<file path="src/rtl/jtag_tap_ctrl.sv">
// IEEE 1149.1 TAP controller: 16-state FSM, IR, BYPASS/IDCODE and user DR capture/update ports.
// Latency: tdo is combinational from the shift registers; capture/update pulses come one tck after their state.
// Backpressure: none, the TAP runs strictly on tck/tms and user DR consumers must accept every pulse.
package jtag_pkg;
    typedef enum logic [3:0] {
        TEST_LOGIC_RESET = 4'd0,
        RUN_TEST_IDLE    = 4'd1,
        SELECT_DR_SCAN   = 4'd2,
        CAPTURE_DR       = 4'd3,
        SHIFT_DR         = 4'd4,
        EXIT1_DR         = 4'd5,
        PAUSE_DR         = 4'd6,
        EXIT2_DR         = 4'd7,
        UPDATE_DR        = 4'd8,
        SELECT_IR_SCAN   = 4'd9,
        CAPTURE_IR       = 4'd10,
        SHIFT_IR         = 4'd11,
        EXIT1_IR         = 4'd12,
        PAUSE_IR         = 4'd13,
        EXIT2_IR         = 4'd14,
        UPDATE_IR        = 4'd15
    } tap_ctrl_fsm_t;
endpackage

module jtag_tap_ctrl
    import jtag_pkg::*;
#(
    parameter int                  IR_WIDTH      = 4,
    parameter logic [31:0]         IDCODE_VAL    = 32'h1DEAD0F1,
    parameter logic [IR_WIDTH-1:0] IDCODE_IR     = 4'h1,
    parameter logic [IR_WIDTH-1:0] USER_IR_BASE  = 4'h2,
    parameter int                  NUM_USER_DR   = 2,
    parameter int                  USER_DR_WIDTH = 32
) (
    input  logic                                 tck,
    input  logic                                 trst,
    input  logic                                 tms,
    input  logic                                 tdi,
    output logic                                 tdo,
    output logic                                 tdo_en,
    output logic [3:0]                           tap_state_o,
    output logic [IR_WIDTH-1:0]                  ir_o,
    input  logic [NUM_USER_DR*USER_DR_WIDTH-1:0] udr_rd_data_i,
    output logic [NUM_USER_DR-1:0]               udr_capture_o,
    output logic [USER_DR_WIDTH-1:0]             udr_wr_data_o,
    output logic [NUM_USER_DR-1:0]               udr_update_o
);

    localparam int DR_W = (USER_DR_WIDTH > 32) ? USER_DR_WIDTH : 32;

    tap_ctrl_fsm_t state_q, state_d;
    logic [IR_WIDTH-1:0]    ir_q;
    logic [IR_WIDTH-1:0]    ir_sr;
    logic [IR_WIDTH-1:0]    ir_capture;
    logic [DR_W-1:0]        dr_sr;
    logic [DR_W-1:0]        dr_capture;
    logic [DR_W-1:0]        dr_shift;
    logic                   sel_ones;
    logic                   sel_idcode;
    logic [NUM_USER_DR-1:0] user_sel;
    logic                   sel_user;

    always_ff @(posedge tck or negedge trst) begin
        if (!trst) begin
            state_q <= TEST_LOGIC_RESET;
        end else begin
            state_q <= state_d;
        end
    end

    always_comb begin
        state_d = state_q;
        unique case (state_q)
            TEST_LOGIC_RESET: state_d = tms ? TEST_LOGIC_RESET : RUN_TEST_IDLE;
            RUN_TEST_IDLE:    state_d = tms ? SELECT_DR_SCAN   : RUN_TEST_IDLE;
            SELECT_DR_SCAN:   state_d = tms ? SELECT_IR_SCAN   : CAPTURE_DR;
            CAPTURE_DR:       state_d = tms ? EXIT1_DR         : SHIFT_DR;
            SHIFT_DR:         state_d = tms ? EXIT1_DR         : SHIFT_DR;
            EXIT1_DR:         state_d = tms ? UPDATE_DR        : PAUSE_DR;
            PAUSE_DR:         state_d = tms ? EXIT2_DR         : PAUSE_DR;
            EXIT2_DR:         state_d = tms ? UPDATE_DR        : SHIFT_DR;
            UPDATE_DR:        state_d = tms ? SELECT_DR_SCAN   : RUN_TEST_IDLE;
            SELECT_IR_SCAN:   state_d = tms ? TEST_LOGIC_RESET : CAPTURE_IR;
            CAPTURE_IR:       state_d = tms ? EXIT1_IR         : SHIFT_IR;
            SHIFT_IR:         state_d = tms ? EXIT1_IR         : SHIFT_IR;
            EXIT1_IR:         state_d = tms ? UPDATE_IR        : PAUSE_IR;
            PAUSE_IR:         state_d = tms ? EXIT2_IR         : PAUSE_IR;
            EXIT2_IR:         state_d = tms ? UPDATE_IR        : SHIFT_IR;
            UPDATE_IR:        state_d = tms ? SELECT_DR_SCAN   : RUN_TEST_IDLE;
            default:          state_d = TEST_LOGIC_RESET;
        endcase
    end

    // All-ones (BYPASS) takes priority over IDCODE and user opcodes that alias it.
    always_comb begin
        sel_ones   = &ir_q;
        sel_idcode = !sel_ones && (ir_q == IDCODE_IR);
        user_sel   = '0;
        for (int k = 0; k < NUM_USER_DR; k++) begin
            if (ir_q == USER_IR_BASE + IR_WIDTH'(k)) begin
                user_sel[k] = 1'b1;
            end
        end
        if (sel_ones || sel_idcode) begin
            user_sel = '0;
        end
        sel_user = |user_sel;
    end

    always_comb begin
        dr_capture = '0;
        if (sel_idcode) begin
            dr_capture[31:0] = IDCODE_VAL;
        end
        for (int k = 0; k < NUM_USER_DR; k++) begin
            if (user_sel[k]) begin
                dr_capture[USER_DR_WIDTH-1:0] = udr_rd_data_i[k*USER_DR_WIDTH +: USER_DR_WIDTH];
            end
        end
    end

    // tdi lands at the top of the selected register's length; bits above are don't-care.
    always_comb begin
        dr_shift = dr_sr >> 1;
        if (sel_idcode) begin
            dr_shift[31] = tdi;
        end else if (sel_user) begin
            dr_shift[USER_DR_WIDTH-1] = tdi;
        end else begin
            dr_shift[0] = tdi;
        end
    end

    always_comb begin
        ir_capture    = '0;
        ir_capture[0] = 1'b1;
    end

    always_ff @(posedge tck or negedge trst) begin
        if (!trst) begin
            ir_q  <= IDCODE_IR;
            ir_sr <= '0;
            dr_sr <= '0;
        end else begin
            if (state_d == TEST_LOGIC_RESET) begin
                ir_q <= IDCODE_IR;
            end else if (state_q == UPDATE_IR) begin
                ir_q <= ir_sr;
            end
            if (state_q == CAPTURE_IR) begin
                ir_sr <= ir_capture;
            end else if (state_q == SHIFT_IR) begin
                ir_sr <= {tdi, ir_sr[IR_WIDTH-1:1]};
            end
            if (state_q == CAPTURE_DR) begin
                dr_sr <= dr_capture;
            end else if (state_q == SHIFT_DR) begin
                dr_sr <= dr_shift;
            end
        end
    end

    always_ff @(posedge tck or negedge trst) begin
        if (!trst) begin
            udr_capture_o <= '0;
            udr_update_o  <= '0;
            udr_wr_data_o <= '0;
        end else begin
            udr_capture_o <= (state_q == CAPTURE_DR) ? user_sel : '0;
            udr_update_o  <= (state_q == UPDATE_DR)  ? user_sel : '0;
            if (state_q == UPDATE_DR && sel_user) begin
                udr_wr_data_o <= dr_sr[USER_DR_WIDTH-1:0];
            end
        end
    end

    always_comb begin
        tdo = 1'b0;
        if (state_q == SHIFT_IR) begin
            tdo = ir_sr[0];
        end else if (state_q == SHIFT_DR) begin
            tdo = dr_sr[0];
        end
    end

    assign tdo_en      = (state_q == SHIFT_IR) || (state_q == SHIFT_DR);
    assign tap_state_o = state_q;
    assign ir_o        = ir_q;

endmodule
</file>
<file path="config.mk">
export PLATFORM = sky130hd
export DESIGN_NAME = jtag_tap_ctrl
export DESIGN_NICKNAME = d
export VERILOG_FILES = /design/src/rtl/jtag_tap_ctrl.sv
export SDC_FILE = /design/constraint.sdc
export NUM_CORES = 1
export LEC_CHECK = 0
export CORE_AREA = 2 2 126 92
export CTS_BUF_LIST = sky130_fd_sc_hd__clkbuf_8
export DETAILED_ROUTE_END_ITERATION = 7
export DIE_AREA = 0 0 128 94
export SLEW_MARGIN = 20
export SYNTH_ARGS = -nofsm -noshare
export SYNTH_HDL_FRONTEND = slang
export SYNTH_SLANG_ARGS = --single-unit
</file>
<file path="constraint.sdc">
create_clock -name tck -period 5.39 [get_ports tck]
set_clock_uncertainty 0.05 [all_clocks]
set_input_delay 1.078 -clock tck [delete_from_list [all_inputs] [get_ports tck]]
set_output_delay 1.078 -clock tck [all_outputs]
set_load 0.005 [all_outputs]
</file>
* Word-level counts from Yosys, hierarchy flattened
Cells that the tools add are included.
** Cells by class
- Multiplexer cells :: 33
- Eq/ne operators :: 18
- Reduce and logical (&&, ||, !) cells :: 15
** Operators with widths (count)
- $mux W32 :: 4
- $pmux W4 S12 :: 1
- $eq A4 B4 Y1 const B :: 8
- $mux W4 :: 8
- $mux W29 :: 1
- $eq A4 B2 Y1 const B :: 4
- $eq A4 B3 Y1 const B :: 4
- $mux W2 :: 6
- $mux W1 :: 11
- $eq A4 B1 Y1 const B :: 2
- $logic_not A4 Y1 :: 2
- $mux W3 :: 2
- $reduce_bool A2 Y1 :: 3
- $reduce_or A2 Y1 :: 3
- $reduce_and A4 Y1 :: 1
- $reduce_or A3 Y1 :: 1
- $logic_and A1 B1 Y1 :: 2
- $logic_or A1 B1 Y1 :: 2
- $logic_not A1 Y1 :: 1
** Word-level totals
- Bits of input ports :: 68
- Register bits :: 80
- Word-level logic and storage cells :: 73
- Output and inout bits :: 46

* Longest topological paths before layout
Gate-level depths: netlist (run 1).
- Word-level depth :: 10
- Gate-level depth with buffers :: 7
- Depth with buffers taken out :: 4

* Least setup slack after synthesis (run 1)
No wires, ideal clock.
- Path kind :: register to output
- Start point :: register state_q[1], in the netlist tap_state_o[1]
- End point :: output tdo
- Arrival time :: 1395 ps
- Required time :: 4262 ps
- Stages on the path, launching flop included :: 7
- Setup slack :: 2867 ps
- Buffers on the path :: 3
- Cell sequence :: dfrtp_1 > buf_2 > buf_2 > nor4_4 > buf_6 > nand2_1 > o21ai_0
** On the way
- Cells in the longest elaborated chain, start to end :: 3
- Elaborated cells on any way between the ends :: 4
- Those cells by class :: 2 x eq/ne; 2 x mux
** RTL lines
- start: declaration :: line 51 : tap_ctrl_fsm_t state_q, state_d;
- start signal: assignment :: line 67 : state_q <= state_d;
- $eq A4 B3 Y1 :: line 181 : end else if (state_q == SHIFT_DR) begin
- $mux W1 :: line 181
- $mux W1 (*) :: line 179 : if (state_q == SHIFT_IR) begin
- end: declaration :: line 39 : output logic tdo,
Every way passes the cells marked *; elsewhere a longest branch is shown, timed or not.

* Worst setup path after layout (run 1)
- Start point :: register state_q[3], in the netlist tap_state_o[3]
- End point :: output tdo
The elaborated chain is that of the path after synthesis.

==> flow_summary.ini, run 1 <==
[placement]
post_dp_cell_area_um2 = 5160
gp_congestion = 0.789
hpwl_um = 7430
dp_slack_ns = 2.20
port_buffers = 113

[logic_synthesis]
synth-seq-cells = 80
yosysWarnings = 0
synth.distinct_cells = 48
avgSynthCellArea_um2 = 10.6
synthArstFlopShare = 1.00
seq_area_frac_synth = 0.498
syn_inst = 378
synthFlopType = dfrtp_1
syn-cell-area_um2 = 4020
synth_edf_count = 0
synth_nets = 446

[die]
die_w_um = 128
start_util = 0.375
rows = 32
coreArea_um2 = 10700
io_pins = 114
fp.dieH_um = 94
dieArea_um2 = 12000

[clock_network]
clkLatencyLatePin_ns = 0.36
htree_levels = 3
ctsResizeCount = 0
post_cts_buffers = 0
cts_tree = built
cts_hold_buffers = 0
cts_sinks = 80
clock_path_buffers = 2
path_clk_slew_ns = 0.08
root_buffer = clkbuf_8
cts_buffers = 9

[setup_path]
worstPathMaxFanout = 18
crit_type = register to output port
required_ns = 4.26
end_kind = output port
cp-start-kind = register
critical_path_arrival_ns = 2.54

[drt]
postRouteWirelength_um = 11000
drt_pass1_iterations = 4
routed-via-count = 3329
wl_per_cell_um = 17.9
drt_iter0_markers = 235
drc = 0
viasPerCell = 5.43
ant_nets = 0

[timing]
finalWorstSetupSlack_ns = 1.72
setup_tns_ns = 0
clock.fmax_mhz = 273
worst_pin_slew_ns = 0.970
hold_viol = 0
period_minus_slack_ns = 3.67
relSlewSlack = 0.349
rsz0062_at_grt = false
setup_violations = 0
timing.final.crit_share = 0.681
maxSlewViolCount = 0
holdWs_ns = 0.461

[global_routing]
grt_pass1_wl_um = 17300
grt_overflow = 0
antenna_found_initial = 0
grt_pass1_vias = 3197
grt_max_degree = 81
grt_usage = 0.188

[power]
ir_drop_mv = 0.373
p_leak_uw = 0.00230
finalPower_uw = 2570
cellPowerDensity_nw_per_um2 = 480

[final_layout]
nets = 540
stdcell_area_um2 = 5360
syn2layout_area_growth_pct = 33.4
nFillCells = 989
drive_gt1_frac = 0.132
diodes = 0

[flow_run]
drv_cap = 0

[hold_path]
min_path_type = register to register

[status]
status = completed
state kept, by name, summed over array words and instances (netlist names):
name           flops
dr_sr             32
udr_wr_data_o     32
ir_o               4
ir_sr              4
tap_state_o        4
udr_capture_o      2
udr_update_o       2
layout by cell type (no fill, tap or decap), types with 3 or more instances in the layout:
master           count
clkdlybuf4s50_1    112
dfrtp_1             79
a21oi_1             37
nand2_1             33
mux2_2              33
nor2_1              18
o21ai_0             16
mux2i_1             16
nand3_1             14
a221o_1             14
inv_1               12
or4_1               11
o21ai_1              9
clkbuf_8             9
a2111oi_0            5
o31ai_1              4
buf_4                4
a32oi_1              3
and2_1               3
and3_1               3
a31oi_1              3
path summary, 6_finish.rpt:
path | from | to | slack (ns) | cells past startpoint
max in group asynchronous | trst | udr_wr_data_o[9]$_DFFE_PN0P_ | 4.09 | 1
min reg2reg | udr_wr_data_o[25]$_DFFE_PN0P_ | udr_wr_data_o[25]$_DFFE_PN0P_ | 0.46 | 1
min in group asynchronous | trst | udr_wr_data_o[20]$_DFFE_PN0P_ | 0.70 | 1
min | udr_wr_data_o[25]$_DFFE_PN0P_ | udr_wr_data_o[25]$_DFFE_PN0P_ | 0.46 | 1
max reg2reg | ir_o[1]$_DFFE_PN0P_ | udr_wr_data_o[15]$_DFFE_PN0P_ | 2.45 | 3
max | tap_state_o[3]$_DFF_PN0_ | tdo | 1.72 | 4
final cells by class:
| type | instances | area [µm²] | share of cell area |
|---|---|---|---|
| sequential | 80 | 2000 | 0.374 |
| multi-input combinational | 253 | 1790 | 0.333 |
| timing repair buffer | 117 | 1160 | 0.217 |
| tap | 136 | 170 | 0.0317 |
| clock buffer | 9 | 124 | 0.0231 |
| clock inverter | 7 | 72.6 | 0.0135 |
| inverter | 11 | 41.3 | 0.00770 |
synth_stat cells (all sizes together) (3+ instances only):
cell type / count / area share
a21oi: 37 / 0.046
nand3: 14 / 0.017
nor2: 18 / 0.017
nand2: 33 / 0.031
o31ai: 4 / 0.0075
inv: 11 / 0.010
a32oi: 3 / 0.0065
a221o: 14 / 0.035
or4: 11 / 0.021
and2: 3 / 0.0047
clkbuf: 14 / 0.013
buf: 20 / 0.037
a2111oi: 5 / 0.011
mux2i: 16 / 0.040
a31oi: 3 / 0.0047
mux2: 33 / 0.092
dfrtp: 79 / 0.49
o21ai: 25 / 0.031
and3: 3 / 0.0047
critical path, stage by stage (launching register included):
cell and delay, ns:
dfrtp_1 0.77, and2b_1 0.27, nand2_1 0.17, o21ai_0 0.39
clkdlybuf4s50_1 0.57
per-layer routing:
layer,part of all wire,vias up,track usage
met1,0.50,1616,0.283
met2,0.42,118,0.257
met5,0,-,0
met3,0.069,16,0.0530
met4,0.017,0,0.0623
li1,-,1579,-
where the power goes:
| group | leakage (µW) | internal, µW | switching, µW |
|---|---|---|---|
| clock network | 0.000101 | 215 | 226 |
| logic | 0.00114 | 574 | 445 |
| registers | 0.00105 | 832 | 280 |
| total | 0.00230 | 1620 | 952 |
through the flow:
step	util	instances
2_1_floorplan	-	378
3_3_place_gp	0.481	597
3_5_place_dp	0.481	597
4_1_cts	0.499	613
5_1_grt	0.500	613
6_report	0.500	613
logic make-up after synthesis:
kind of cell / count (synthesis) / share of synthesized area
compound gates: 103 / 0.166
simple gates: 101 / 0.143
flops: 80 / 0.498
mux: 49 / 0.132
buf+inv: 45 / 0.0607
No activity file was read; power rests on OpenSTA's default activity.
==> run 2, diff against run 1 <==
--- a/config.mk
+++ b/config.mk
@@ -9,6 +9,7 @@
 export CTS_BUF_LIST = sky130_fd_sc_hd__clkbuf_8
 export DETAILED_ROUTE_END_ITERATION = 7
 export DIE_AREA = 0 0 128 94
+export PLACE_DENSITY = 0.67
 export SLEW_MARGIN = 20
 export SYNTH_ARGS = -nofsm -noshare
 export SYNTH_HDL_FRONTEND = slang
==> constraint.sdc (replaced) <==
create_clock -name tck -period 3 [get_ports tck]
set_clock_uncertainty 0.05 [all_clocks]
set_input_delay 0.6 -clock tck [delete_from_list [all_inputs] [get_ports tck]]
set_output_delay 0.6 -clock tck [all_outputs]
set_load 0.005 [all_outputs]
==> run 2 against run 1 <==
Net effect: worst hold slack got worse by 0.24 ns; global-route usage is 0.088 points lower; sequential power rose by 72%; largest cell class unchanged; critical path type unchanged; cell count rose by 1.8%; routed wire length rose by 1.5%; critical path depth up 1.
==> flow_summary.ini, run 2 (synthesis results as in run 1) <==
[status]
status = completed

[setup_path]
crit_family = buffers and inverters
worst-r2r-setup-slack_ns = 0.82
worstPathMaxFanout = 12
cp_slowest_cell = clkdlybuf4s50_1
crit_buf_inv = 3
required_ns = 2.35
cp-start-kind = register
crit_chain = inv_1, nor4_4, buf_4, a31o_2, clkdlybuf4s50_1
timing.rr.end = dr_sr[3]$_DFFE_PN0P_
worstSetupStartpoint = tap_state_o[2]$_DFF_PN0_
crit_end = tdo_en
critical_path_arrival_ns = 2.21
end_kind = output port
r2r_start = tap_state_o[3]$_DFF_PN0_
crit_type = register to output port
reg2regPathDepth = 5
max_stage_delay_ns = 0.49
cp.depth = 5

[drt]
drt_iter0_markers = 180
drc = 0
routed-via-count = 3393
viasPerCell = 5.44
wl_per_cell_um = 17.8
postRouteWirelength_um = 11100
ant_nets = 0
drt_pass1_iterations = 4

[placement]
post_dp_cell_area_um2 = 5240
port_buffers = 113
hpwl_um = 7880
dp_cells = 608
gp_congestion = 0.860

[die]
fp.dieH_um = 94
rows = 32
dieArea_um2 = 12000
io_pins = 114
start_util = 0.375
coreArea_um2 = 10700
die_w_um = 128

[final_layout]
stdcell_area_um2 = 5450
drive_gt1_frac = 0.150
nets = 551
largest_registers = dr_sr: 32 flops, udr_wr_data_o: 32 flops
final_cell_mix = clkdlybuf4s50_1 (112), dfrtp_1 (79), a21oi_1 (37)
final_cells = 624
diodes = 0
final_common_cell = clkdlybuf4s50_1
final_core_util = 0.508
syn2layout_area_growth_pct = 35.7

[timing]
relSlewSlack = 0.514
setup_violations = 0
maxSlewViolCount = 0
timing.final.crit_share = 0.952
worst_pin_slew_ns = 0.730
rsz0062_at_grt = false
hold_viol = 0
clock.fmax_mhz = 350
period_minus_slack_ns = 2.86
setup_tns_ns = 0

[clock_network]
clock_path_buffers = 2
ctsResizeCount = 0
root_buffer = clkbuf_8
cts_sinks = 80
htree_levels = 3
cts_hold_buffers = 0
path_clk_slew_ns = 0.08
cts_tree = built
post_cts_buffers = 0
clkLatencyLatePin_ns = 0.35
cts_buffers = 9

[global_routing]
grt_max_degree = 54
grt_usage = 0.187
antenna_found_initial = 0
grt_overflow = 0
grt_pass1_vias = 3345
grt_pass1_wl_um = 17400

[power]
cellPowerDensity_nw_per_um2 = 872
ir_drop_mv = 0.302
p_leak_uw = 0.00237
finalPower_uw = 4760

[hold_path]
min_path_type = input port to async pin

[flow_run]
drv_cap = 0
run 2: changes by cell type in the layout (fill, tap and decap cells not counted):
cell	delta
buf_4	+12
clkinv_4	-2
buf_6	-1
bufinv_16	+1
clkinv_2	+1
clkinvlp_4	-1
inv_1	+1
run 2: through the flow:
stage | hold slack (ns) | worst slack, ns
floorplan | 0.254 | 0.955
global placement | 0.439 | 0.573
detailed placement | 0.442 | 0.541
CTS | 0.243 | 0.131
global route | 0.265 | 0.00661
finish | 0.221 | 0.144
run 2: area by class of cell:
| type | instances | area, µm² |
|---|---|---|
| clock inverter | 7 | 86.3 |
| sequential | 80 | 2000 |
| clock buffer | 9 | 124 |
| multi-input combinational | 253 | 1790 |
| inverter | 11 | 41.3 |
| fill | 988 | 5280 |
| timing repair buffer | 128 | 1240 |
| tap | 136 | 170 |
run 2: routing by layer:
metal | vias up | global-route usage | wire (µm)
met1 | 1664 | 0.277 | 5380
li1 | 1593 | - | -
met5 | - | 0 | 0
met4 | 0 | 0.0467 | 73
met3 | 11 | 0.0478 | 726
met2 | 125 | 0.273 | 4960
run 2: worst min path at each step:
stage / to / slack (ns) / cells past startpoint
after floorplan: dr_sr[0]$_DFFE_PN0P_ / 0.25 / 0
after global placement: udr_wr_data_o[25]$_DFFE_PN0P_ / 0.44 / 1
after detailed placement: udr_wr_data_o[0]$_DFFE_PN0P_ / 0.44 / 1
after CTS: udr_wr_data_o[18]$_DFFE_PN0P_ / 0.24 / 1
after global routing: udr_wr_data_o[18]$_DFFE_PN0P_ / 0.26 / 1
final: udr_wr_data_o[16]$_DFFE_PN0P_ / 0.22 / 1
run 2: worst reg2reg max path: stages (launching register included):
cell and delay, ns:
dfrtp_1 0.46, buf_4 0.22, nand4bb_4 0.43, nor4_4 0.53, buf_4 0.27, a221o_1 0.16
run 2: power breakdown:
| part | internal (µW) | switching [µW] |
|---|---|---|
| Combinational | 1080 | 914 |
| Sequential | 1500 | 411 |
| Clock | 463 | 395 |
| Total | 3040 | 1720 |
